<file path="config.mk">
export PLATFORM = sky130hd
export DESIGN_NAME = ray_stepper_flat
export DESIGN_NICKNAME = d
export VERILOG_FILES = /design/src/rtl/ray_stepper_pkg.sv /design/src/rtl/ray_stepper_if.sv /design/src/rtl/ray_stepper.sv /design/src/flat_wrapper.sv
export SDC_FILE = /design/constraint.sdc
export NUM_CORES = 2
export LEC_CHECK = 0
export ABC_CLOCK_PERIOD_IN_PS = 17300
export CAP_MARGIN = 40
export CORE_UTILIZATION = 28
export DETAILED_ROUTE_END_ITERATION = 16
export PLACE_DENSITY = 0.51
export SYNTH_ARGS = -nofsm -noshare
export SYNTH_HDL_FRONTEND = slang
export SYNTH_SLANG_ARGS = --single-unit
</file>
<file path="constraint.sdc">
create_clock -name clk_in -period 17.3 [get_ports clk_in]
set_clock_uncertainty 0.2 [all_clocks]
set_input_delay 3.46 -clock clk_in [delete_from_list [all_inputs] [get_ports clk_in]]
set_output_delay 3.46 -clock clk_in [all_outputs]
set_load 0.03 [all_outputs]
</file>
<file path="src/rtl/ray_stepper_pkg.sv">
// Shared fixed-point / vec3 types and arithmetic helpers for the vector datapath.
// Fixed format is signed Q8.8; all helpers wrap on overflow (no saturation).
package ray_stepper_pkg;

  localparam int FIX_W       = 16;
  localparam int FIX_FRAC    = 8;
  localparam int RAY_COUNT_W = 8;

  typedef logic signed [FIX_W-1:0] fixed_t;

  typedef struct packed {
    fixed_t x;
    fixed_t y;
    fixed_t z;
  } vec3_t;

  typedef struct packed {
    vec3_t                  origin;
    vec3_t                  dir;
    fixed_t                 step;
    logic [RAY_COUNT_W-1:0] count;
  } ray_cmd_t;

  // Full-precision product, arithmetic shift back to Q8.8, then wrap to FIX_W bits.
  function automatic fixed_t fmul(fixed_t a, fixed_t b);
    logic signed [2*FIX_W-1:0] ax;
    logic signed [2*FIX_W-1:0] bx;
    logic signed [2*FIX_W-1:0] p;
    ax = {{FIX_W{a[FIX_W-1]}}, a};
    bx = {{FIX_W{b[FIX_W-1]}}, b};
    p  = ax * bx;
    p  = p >>> FIX_FRAC;
    return fixed_t'(p);
  endfunction

  function automatic fixed_t fadd(fixed_t a, fixed_t b);
    return a + b;
  endfunction

  function automatic vec3_t vmul(vec3_t v, fixed_t s);
    vec3_t r;
    r.x = fmul(v.x, s);
    r.y = fmul(v.y, s);
    r.z = fmul(v.z, s);
    return r;
  endfunction

  function automatic vec3_t vadd(vec3_t a, vec3_t b);
    vec3_t r;
    r.x = fadd(a.x, b.x);
    r.y = fadd(a.y, b.y);
    r.z = fadd(a.z, b.z);
    return r;
  endfunction

endpackage

</file>
<file path="src/rtl/ray_stepper_if.sv">
// Command and point channels of the ray stepper, grouped with master/slave views.
// Both channels: a transfer happens on a rising edge where valid && ready; the
// sender keeps valid and its payload stable until that edge.
interface ray_stepper_if
  import ray_stepper_pkg::*;
#(
  parameter int COUNT_W = 8
) ();

  logic               cmd_valid_in;
  logic               cmd_ready_out;
  vec3_t              origin_in;
  vec3_t              dir_in;
  fixed_t             step_in;
  logic [COUNT_W-1:0] count_in;
  logic               abort_in;
  logic               pt_valid_out;
  logic               pt_ready_in;
  vec3_t              pt_out;
  logic [COUNT_W-1:0] pt_idx_out;
  logic               pt_last_out;

  modport slave (
    input  cmd_valid_in, origin_in, dir_in, step_in, count_in, abort_in, pt_ready_in,
    output cmd_ready_out, pt_valid_out, pt_out, pt_idx_out, pt_last_out
  );

  modport master (
    output cmd_valid_in, origin_in, dir_in, step_in, count_in, abort_in, pt_ready_in,
    input  cmd_ready_out, pt_valid_out, pt_out, pt_idx_out, pt_last_out
  );

endinterface

</file>
<file path="src/rtl/ray_stepper.sv">
// Iterative ray-point generator: emits origin + k*(dir*step) for k = 0..count-1,
// one point per cycle under valid/ready backpressure, with synchronous abort.
module ray_stepper
  import ray_stepper_pkg::*;
#(
  parameter int COUNT_W = 8
) (
  input  logic         clk_in,
  input  logic         rst_n_in,
  ray_stepper_if.slave bus,
  output logic [1:0]   state_dbg_out
);

  typedef enum logic [1:0] {
    ST_IDLE = 2'd0,
    ST_LOAD = 2'd1,
    ST_EMIT = 2'd2
  } state_e;

  localparam logic [COUNT_W-1:0] CNT_ONE = COUNT_W'(1);

  state_e             state;
  logic               cmd_ready_r;
  logic               pt_valid_r;
  logic               pt_last_r;
  vec3_t              origin_r;
  vec3_t              dir_r;
  fixed_t             step_r;
  vec3_t              delta_r;
  vec3_t              pt_r;
  logic [COUNT_W-1:0] count_r;
  logic [COUNT_W-1:0] idx_r;
  logic [COUNT_W-1:0] idx_next;
  logic               cmd_fire;
  logic               pt_fire;

  assign cmd_fire = bus.cmd_valid_in && cmd_ready_r;
  assign pt_fire  = pt_valid_r && bus.pt_ready_in;
  assign idx_next = idx_r + CNT_ONE;

  always_ff @(posedge clk_in or negedge rst_n_in) begin
    if (!rst_n_in) begin
      state       <= ST_IDLE;
      cmd_ready_r <= 1'b1;
      pt_valid_r  <= 1'b0;
      pt_last_r   <= 1'b0;
      origin_r    <= '0;
      dir_r       <= '0;
      step_r      <= '0;
      delta_r     <= '0;
      pt_r        <= '0;
      count_r     <= '0;
      idx_r       <= '0;
    end else if (bus.abort_in) begin
      // Abort wins over any same-cycle command accept or point handshake.
      state       <= ST_IDLE;
      cmd_ready_r <= 1'b1;
      pt_valid_r  <= 1'b0;
      pt_last_r   <= 1'b0;
    end else begin
      case (state)
        ST_IDLE: begin
          if (cmd_fire) begin
            origin_r <= bus.origin_in;
            dir_r    <= bus.dir_in;
            step_r   <= bus.step_in;
            count_r  <= bus.count_in;
            // A zero-length command is consumed without leaving IDLE.
            if (bus.count_in != '0) begin
              state       <= ST_LOAD;
              cmd_ready_r <= 1'b0;
            end
          end
        end

        ST_LOAD: begin
          delta_r    <= vmul(dir_r, step_r);
          pt_r       <= origin_r;
          idx_r      <= '0;
          pt_valid_r <= 1'b1;
          pt_last_r  <= (count_r == CNT_ONE);
          state      <= ST_EMIT;
        end

        ST_EMIT: begin
          if (pt_fire) begin
            if (pt_last_r) begin
              state       <= ST_IDLE;
              cmd_ready_r <= 1'b1;
              pt_valid_r  <= 1'b0;
              pt_last_r   <= 1'b0;
            end else begin
              pt_r      <= vadd(pt_r, delta_r);
              idx_r     <= idx_next;
              pt_last_r <= (idx_next == (count_r - CNT_ONE));
            end
          end
        end

        default: begin
          state       <= ST_IDLE;
          cmd_ready_r <= 1'b1;
          pt_valid_r  <= 1'b0;
          pt_last_r   <= 1'b0;
        end
      endcase
    end
  end

  assign bus.cmd_ready_out = cmd_ready_r;
  assign bus.pt_valid_out  = pt_valid_r;
  assign bus.pt_last_out   = pt_last_r;
  assign bus.pt_out        = pt_r;
  assign bus.pt_idx_out    = idx_r;
  assign state_dbg_out     = state;

endmodule

</file>
<file path="src/flat_wrapper.sv">
// flat-port wrapper written by rule: the top's interface ports become plain ports
module ray_stepper_flat import ray_stepper_pkg::*;
#(
  parameter int COUNT_W = 8
)
  (clk_in, rst_n_in, state_dbg_out, bus_cmd_valid_in, bus_origin_in, bus_dir_in, bus_step_in, bus_count_in, bus_abort_in, bus_pt_ready_in, bus_cmd_ready_out, bus_pt_valid_out, bus_pt_out, bus_pt_idx_out, bus_pt_last_out);
  ray_stepper_if #(.COUNT_W(COUNT_W)) bus_i ();
  input  logic clk_in;
  input  logic rst_n_in;
  output logic [1:0] state_dbg_out;
  input wire logic [$bits(bus_i.cmd_valid_in)-1:0] bus_cmd_valid_in;
  input wire logic [$bits(bus_i.origin_in)-1:0] bus_origin_in;
  input wire logic [$bits(bus_i.dir_in)-1:0] bus_dir_in;
  input wire logic [$bits(bus_i.step_in)-1:0] bus_step_in;
  input wire logic [$bits(bus_i.count_in)-1:0] bus_count_in;
  input wire logic [$bits(bus_i.abort_in)-1:0] bus_abort_in;
  input wire logic [$bits(bus_i.pt_ready_in)-1:0] bus_pt_ready_in;
  output wire logic [$bits(bus_i.cmd_ready_out)-1:0] bus_cmd_ready_out;
  output wire logic [$bits(bus_i.pt_valid_out)-1:0] bus_pt_valid_out;
  output wire logic [$bits(bus_i.pt_out)-1:0] bus_pt_out;
  output wire logic [$bits(bus_i.pt_idx_out)-1:0] bus_pt_idx_out;
  output wire logic [$bits(bus_i.pt_last_out)-1:0] bus_pt_last_out;
  assign bus_i.cmd_valid_in = bus_cmd_valid_in;
  assign bus_i.origin_in = bus_origin_in;
  assign bus_i.dir_in = bus_dir_in;
  assign bus_i.step_in = bus_step_in;
  assign bus_i.count_in = bus_count_in;
  assign bus_i.abort_in = bus_abort_in;
  assign bus_i.pt_ready_in = bus_pt_ready_in;
  assign bus_cmd_ready_out = bus_i.cmd_ready_out;
  assign bus_pt_valid_out = bus_i.pt_valid_out;
  assign bus_pt_out = bus_i.pt_out;
  assign bus_pt_idx_out = bus_i.pt_idx_out;
  assign bus_pt_last_out = bus_i.pt_last_out;
  ray_stepper #(.COUNT_W(COUNT_W)) u_core (.clk_in(clk_in), .rst_n_in(rst_n_in), .bus(bus_i), .state_dbg_out(state_dbg_out));
endmodule
</file>
* Yosys cells after proc, flatten, opt, wreduce, memory -nomap -nowiden
Index checks and enable logic that the tools add are counted.
** Cells by class
- Reductions and logical operators :: 12
- Multiplexer cells :: 26
- Equality and inequality tests :: 12
- Add/subtract/negate cells :: 5
- Bitwise gates (word level) :: 1
- $mul :: 3
** Operators by type and width (count)
- 2-to-1 mux 48 bit :: 2
- one-hot mux 48 bit (2 select lines) :: 1
- multiplier 16 x 16 -> 24 bit :: 3
- adder 16 bit :: 3
- 2-to-1 mux 8 bit :: 2
- one-hot mux 8 bit (2 select lines) :: 1
- != test 3 x 2 -> 1 bit, second input constant :: 4
- 2-to-1 mux 1 bit :: 11
- 2-to-1 mux 2 bit :: 5
- one-hot mux 1 bit (3 select lines) :: 3
- adder 8 x 1 -> 8 bit, second input constant :: 1
- equality test 8 x 1 -> 1 bit, second input constant :: 1
- equality test 8 bit :: 1
- AND reduction 4 bit :: 2
- nonzero test 8 bit :: 1
- subtractor 8 x 1 -> 8 bit, second input constant :: 1
- != test 2 bit, second input constant :: 3
- one-hot mux 2 bit (3 select lines) :: 1
- AND reduction 3 bit :: 2
- AND reduction 5 bit :: 1
- AND reduction 2 bit :: 2
- equality test 2 x 1 -> 1 bit, second input constant :: 1
- equality test 2 bit, second input constant :: 1
- logical AND 1 bit :: 2
- other kinds (4) :: 4
** Word-level totals
- Register bits after elaboration :: 229

* Longest topological paths before layout
- Word-level depth :: 6
- Mapped depth :: 23
- Gate-level depth less buffers :: 21

* Least setup slack after synthesis
OpenSTA, ideal clock, no wires.
- Path kind :: reg-to-reg
- Start :: reg u_core.step_r[1]
- End :: reg u_core.delta_r[45] (netlist bit)
- Data arrival time :: 5.959 ns
- Setup slack :: 11.013 ns
- Period minus slack after synthesis :: 6.287 ns
- Data required time :: 16.971 ns
- Setup time :: 0.129 ns
- Stages on the path, launching flop included :: 22
- Cell sequence :: dfrtp_1 -> clkbuf_1 -> clkbuf_1 -> nand2_1 -> fa_1 -> fa_1 -> fa_1 -> inv_1 -> fa_1 -> fa_1 -> inv_1 -> fa_1 -> inv_1 -> ha_1 -> and4_4 -> a21o_1 -> or4_4 -> o211ai_2 -> o22ai_2 -> a311oi_2 -> xor2_1 -> o21ai_1
** On the way
- Longest elaborated chain between the ends :: 1
** RTL lines
- from (decl) :: line ray_stepper.sv:28 : fixed_t step_r;
- from (signal assigned) :: line ray_stepper.sv:66 : step_r <= bus.step_in;
- multiplier 16 x 16 -> 24 bit :: line ray_stepper_pkg.sv:31 : p = ax * bx;
- to (signal assigned) :: line ray_stepper.sv:77 : delta_r <= vmul(dir_r, step_r);
- to (decl) :: line ray_stepper.sv:29 : vec3_t delta_r;
Every way passes these cells.
A chain may end at the register's enable or synchronous reset.

* Final worst setup path
Same ends and word-level chain as after synthesis.

==> impl_metrics.prom <==
# TYPE chip_impl_metric gauge
chip_impl_metric{name="rows",unit=""} 126
chip_impl_metric{name="ctsHtreeMaxLevel",unit=""} 2
chip_impl_metric{name="cts_setup_buffers",unit=""} 0
chip_impl_metric{name="critical_path_peak_fanout",unit=""} 29
chip_impl_metric{name="via_count_of_the_first_global_routing_pass",unit=""} 25262
chip_impl_metric{name="clk_latency",unit="ns"} 0.59
chip_impl_metric{name="synth.distinct_cells",unit=""} 70
chip_impl_info{name="min-delay-start",value="u_core.bus.cmd_ready_out$_DFFE_PN1P_"} 1
chip_impl_metric{name="post-route-drc-count",unit=""} 0
chip_impl_metric{name="max-cap-violations",unit=""} 0
chip_impl_metric{name="max_freq",unit="GHz"} 0.140
chip_impl_metric{name="finalNetCount",unit=""} 4603
chip_impl_info{name="cts_tree",value="built"} 1
chip_impl_metric{name="cts.sinks",unit=""} 229
chip_impl_metric{name="placement.io_buffers",unit=""} 185
chip_impl_metric{name="place.detailed.hpwl",unit="µm"} 69100
chip_impl_metric{name="fin_tns_setup",unit="ns"} 0
chip_impl_metric{name="first_pass_grt_wire_length",unit="µm"} 145000
chip_impl_info{name="worst_setup_path_start_kind",value="flop"} 1
chip_impl_metric{name="synthesis.area",unit="µm²"} 33500
chip_impl_metric{name="worstPathRequired",unit="ns"} 17.53
chip_impl_info{name="crit_path_end_kind",value="flop"} 1
chip_impl_metric{name="netlist_instances",unit=""} 3555
chip_impl_metric{name="timing.final.setup_violations",unit=""} 0
chip_impl_metric{name="yosysSeqAreaShare",unit=""} 0.171
chip_impl_metric{name="post_cts_resize_count",unit=""} 0
chip_impl_metric{name="holdBufCountCts",unit=""} 0
chip_impl_metric{name="route.vias.total",unit=""} 23445
chip_impl_metric{name="grt_start_max_net_pins",unit=""} 82
chip_impl_metric{name="fp.dieH",unit="µm"} 348
chip_impl_metric{name="antenna_violations_before_repair",unit=""} 2
chip_impl_metric{name="ant_nets",unit=""} 0
chip_impl_metric{name="final-max-slew-violation-count",unit=""} 0
chip_impl_metric{name="die_area",unit="µm²"} 121000
chip_impl_metric{name="initial_utilization",unit=""} 0.283
chip_impl_metric{name="crit_path_time_final",unit="ns"} 7.17
chip_impl_metric{name="transition_time_of_the_tightest_slew_check_pin",unit="ns"} 0.855
chip_impl_metric{name="areaGrowthSynthToFinish",unit="%"} 14.5
chip_impl_info{name="status",value="finished clean"} 1
chip_impl_metric{name="grt_util_all_layers",unit=""} 0.153
chip_impl_metric{name="setup.reg_to_reg.worst_slack",unit="ns"} 10.13
chip_impl_metric{name="hold_violations",unit=""} 0
chip_impl_metric{name="vias_per_cell",unit=""} 4.44
chip_impl_metric{name="critical_path_arrival",unit="ns"} 7.40
chip_impl_info{name="r2r_start",value="u_core.step_r[1]$_DFFE_PN0P_"} 1
chip_impl_metric{name="clk_pin_slew",unit="ns"} 0.06
chip_impl_metric{name="layout_worst_path_cycle_share",unit=""} 0.414
chip_impl_metric{name="detail_route.first_pass.iterations",unit=""} 5
chip_impl_info{name="final_common_cell",value="inv_1"} 1
chip_impl_metric{name="placeableCoreArea",unit="µm²"} 118000
chip_impl_metric{name="slew_headroom",unit=""} 0.430
chip_impl_info{name="timing.setup.critical_path_class",value="flop to flop"} 1
chip_impl_metric{name="synth.avg_cell_area",unit="µm²"} 9.43
chip_impl_info{name="crit_path_start",value="u_core.step_r[1]$_DFFE_PN0P_"} 1
chip_impl_info{name="post_synth_top_flop",value="dfrtp_1"} 1
chip_impl_metric{name="die_width",unit="µm"} 348
chip_impl_metric{name="postSynth.asyncResetShare",unit=""} 1.00
chip_impl_metric{name="number_of_synthesized_register_bits",unit=""} 229
chip_impl_metric{name="grt_overflow_total",unit=""} 0
chip_impl_metric{name="initialDrtViolationCount",unit=""} 1146
chip_impl_metric{name="cts_buffers",unit=""} 36
chip_impl_metric{name="yosys_warnings",unit=""} 0
chip_impl_metric{name="average_wire_per_standard_cell",unit="µm"} 16.8
chip_impl_info{name="most-common-layout-cells",value="752 x inv_1, 561 x fa_1, 414 x nand2_1"} 1
chip_impl_metric{name="gp_congestion",unit=""} 0.813
chip_impl_metric{name="synth_fp_nets",unit=""} 4503
chip_impl_info{name="grt_setup_unrepaired",value="false"} 1
chip_impl_metric{name="post_synth_edffs",unit=""} 0
chip_impl_info{name="cts.root.buffer_cell",value="clkbuf_16"} 1
chip_impl_info{name="holdCritPathClass",value="flop to flop"} 1
chip_impl_metric{name="drt-total-wl",unit="µm"} 89000
chip_impl_metric{name="final_layout_size_suffix_gt1_frac",unit=""} 0.0647
chip_impl_metric{name="ioPinCount",unit=""} 186
chip_impl_metric{name="max-clock-path-buffers",unit=""} 3
==> area by class of cell <==
cell class	count	area, µm²
Multi-Input combinational cell	2411	24400
Antenna cell	1	2.50
Tap cell	1600	2000
Sequential cell	229	5730
Inverter	753	2830
Fill cell	12321	80000
Clock inverter	16	249
Timing Repair Buffer	224	2190
Clock buffer	48	996
==> metrics by stage <==
step                setup WS [ns]  instances  hold WS, ns  cell area, µm²   util
floorplan                   11.01       3555        0.253           33500      -
global placement            10.28       5215        0.276           37100  0.313
detailed placement          10.14       5217        0.283           37100  0.314
CTS                         10.12       5281        0.293           38400  0.324
global route                 9.82       5282        0.316           38400  0.324
finish                      10.13       5282        0.287           38400  0.324
==> final timing paths <==
kind / cells after the start / endpoint
hold reg to reg: 2 / u_core.bus.cmd_ready_out$_DFFE_PN1P_
setup reg to reg: 20 / u_core.delta_r[45]$_DFFE_PN0P_
setup / recovery: 20 / u_core.delta_r[45]$_DFFE_PN0P_
hold / removal: 2 / u_core.bus.cmd_ready_out$_DFFE_PN1P_
min in group asynchronous: 1 / u_core.bus.pt_out[19]$_DFFE_PN0P_
max in group asynchronous: 3 / u_core.origin_r[7]$_DFFE_PN0P_
==> registers in the layout, summed over array words and instances, names as in the netlist <==
signal and flops:
u_core.bus.cmd_ready_out 1, u_core.bus.pt_idx_out 8, u_core.bus.pt_last_out 1, u_core.bus.pt_out 48
u_core.bus.pt_valid_out 1, u_core.count_r 8, u_core.delta_r 48, u_core.dir_r 48
u_core.origin_r 48, u_core.state_dbg_out 2, u_core.step_r 16
==> worst max-delay path, cell delays in order (launching register included) <==
cell and delay, ns:
dfrtp_1 0.90, buf_4 0.50, nand2_1 0.15, fa_1 0.53, fa_1 0.53, fa_1 0.51
inv_1 0.05, fa_1 0.50, fa_1 0.49, inv_1 0.05, fa_1 0.47, inv_1 0.04
ha_1 0.34, and4_4 0.22, a21o_1 0.16, or4_4 0.42, o211ai_2 0.22, o22ai_2 0.16
a311oi_2 0.33, xor2_1 0.17, o21ai_1 0.07
==> layer usage <==
metal	share of wire	global-route usage	vias to the layer above
li1	-	-	11025
met1	0.50	0.224	11968
met2	0.45	0.240	391
met3	0.041	0.0203	61
met4	0.014	0.0299	0
met5	0	0	-
==> kinds of logic after synthesis <==
logic type      share of synthesized area
compound gates                     0.0570
simple gates                        0.145
xor+xnor                           0.0414
fa+ha+maj                           0.433
mux                                0.0502
buf+inv                             0.103
flops                               0.171
==> synthesized netlist by cell type, types with 3 or more instances <==
cell type  instances  area share
dfrtp_1          228        0.17
ha_1             262       0.098
a211oi_1          13      0.0029
o21a_1            15      0.0034
nand2_1          414       0.046
a21oi_1           72       0.011
xnor2_1          124       0.032
or3_1             13      0.0024
nand2b_1          21      0.0039
a21o_1            21      0.0047
xor2_1            32      0.0084
o31ai_1            5      0.0011
nor2_1            49      0.0055
nor3b_1           10      0.0022
o21ai_1            4     0.00060
a31oi_1           14      0.0026
inv_1            752       0.084
mux2_2           121       0.041
nand4_1            7      0.0013
and3_1            12      0.0022
o41ai_1            3     0.00078
fa_1             561        0.34
a211o_1            8      0.0021
o211ai_1           4     0.00090
and2_1           345       0.064
nor4_1             8      0.0015
o21ai_0          121       0.018
nand3b_1           3     0.00067
nor3_1            24      0.0036
o311ai_1           3     0.00078
buf_1              6     0.00067
nand3_1           30      0.0045
nor2b_1           14      0.0026
o21bai_1           6      0.0013
mux2i_1           32      0.0096
clkbuf_1         153       0.017
Power is left out: the tool's default activity adds up to more than one toggle a clock period on the data nets, which glitch-free logic cannot reach.
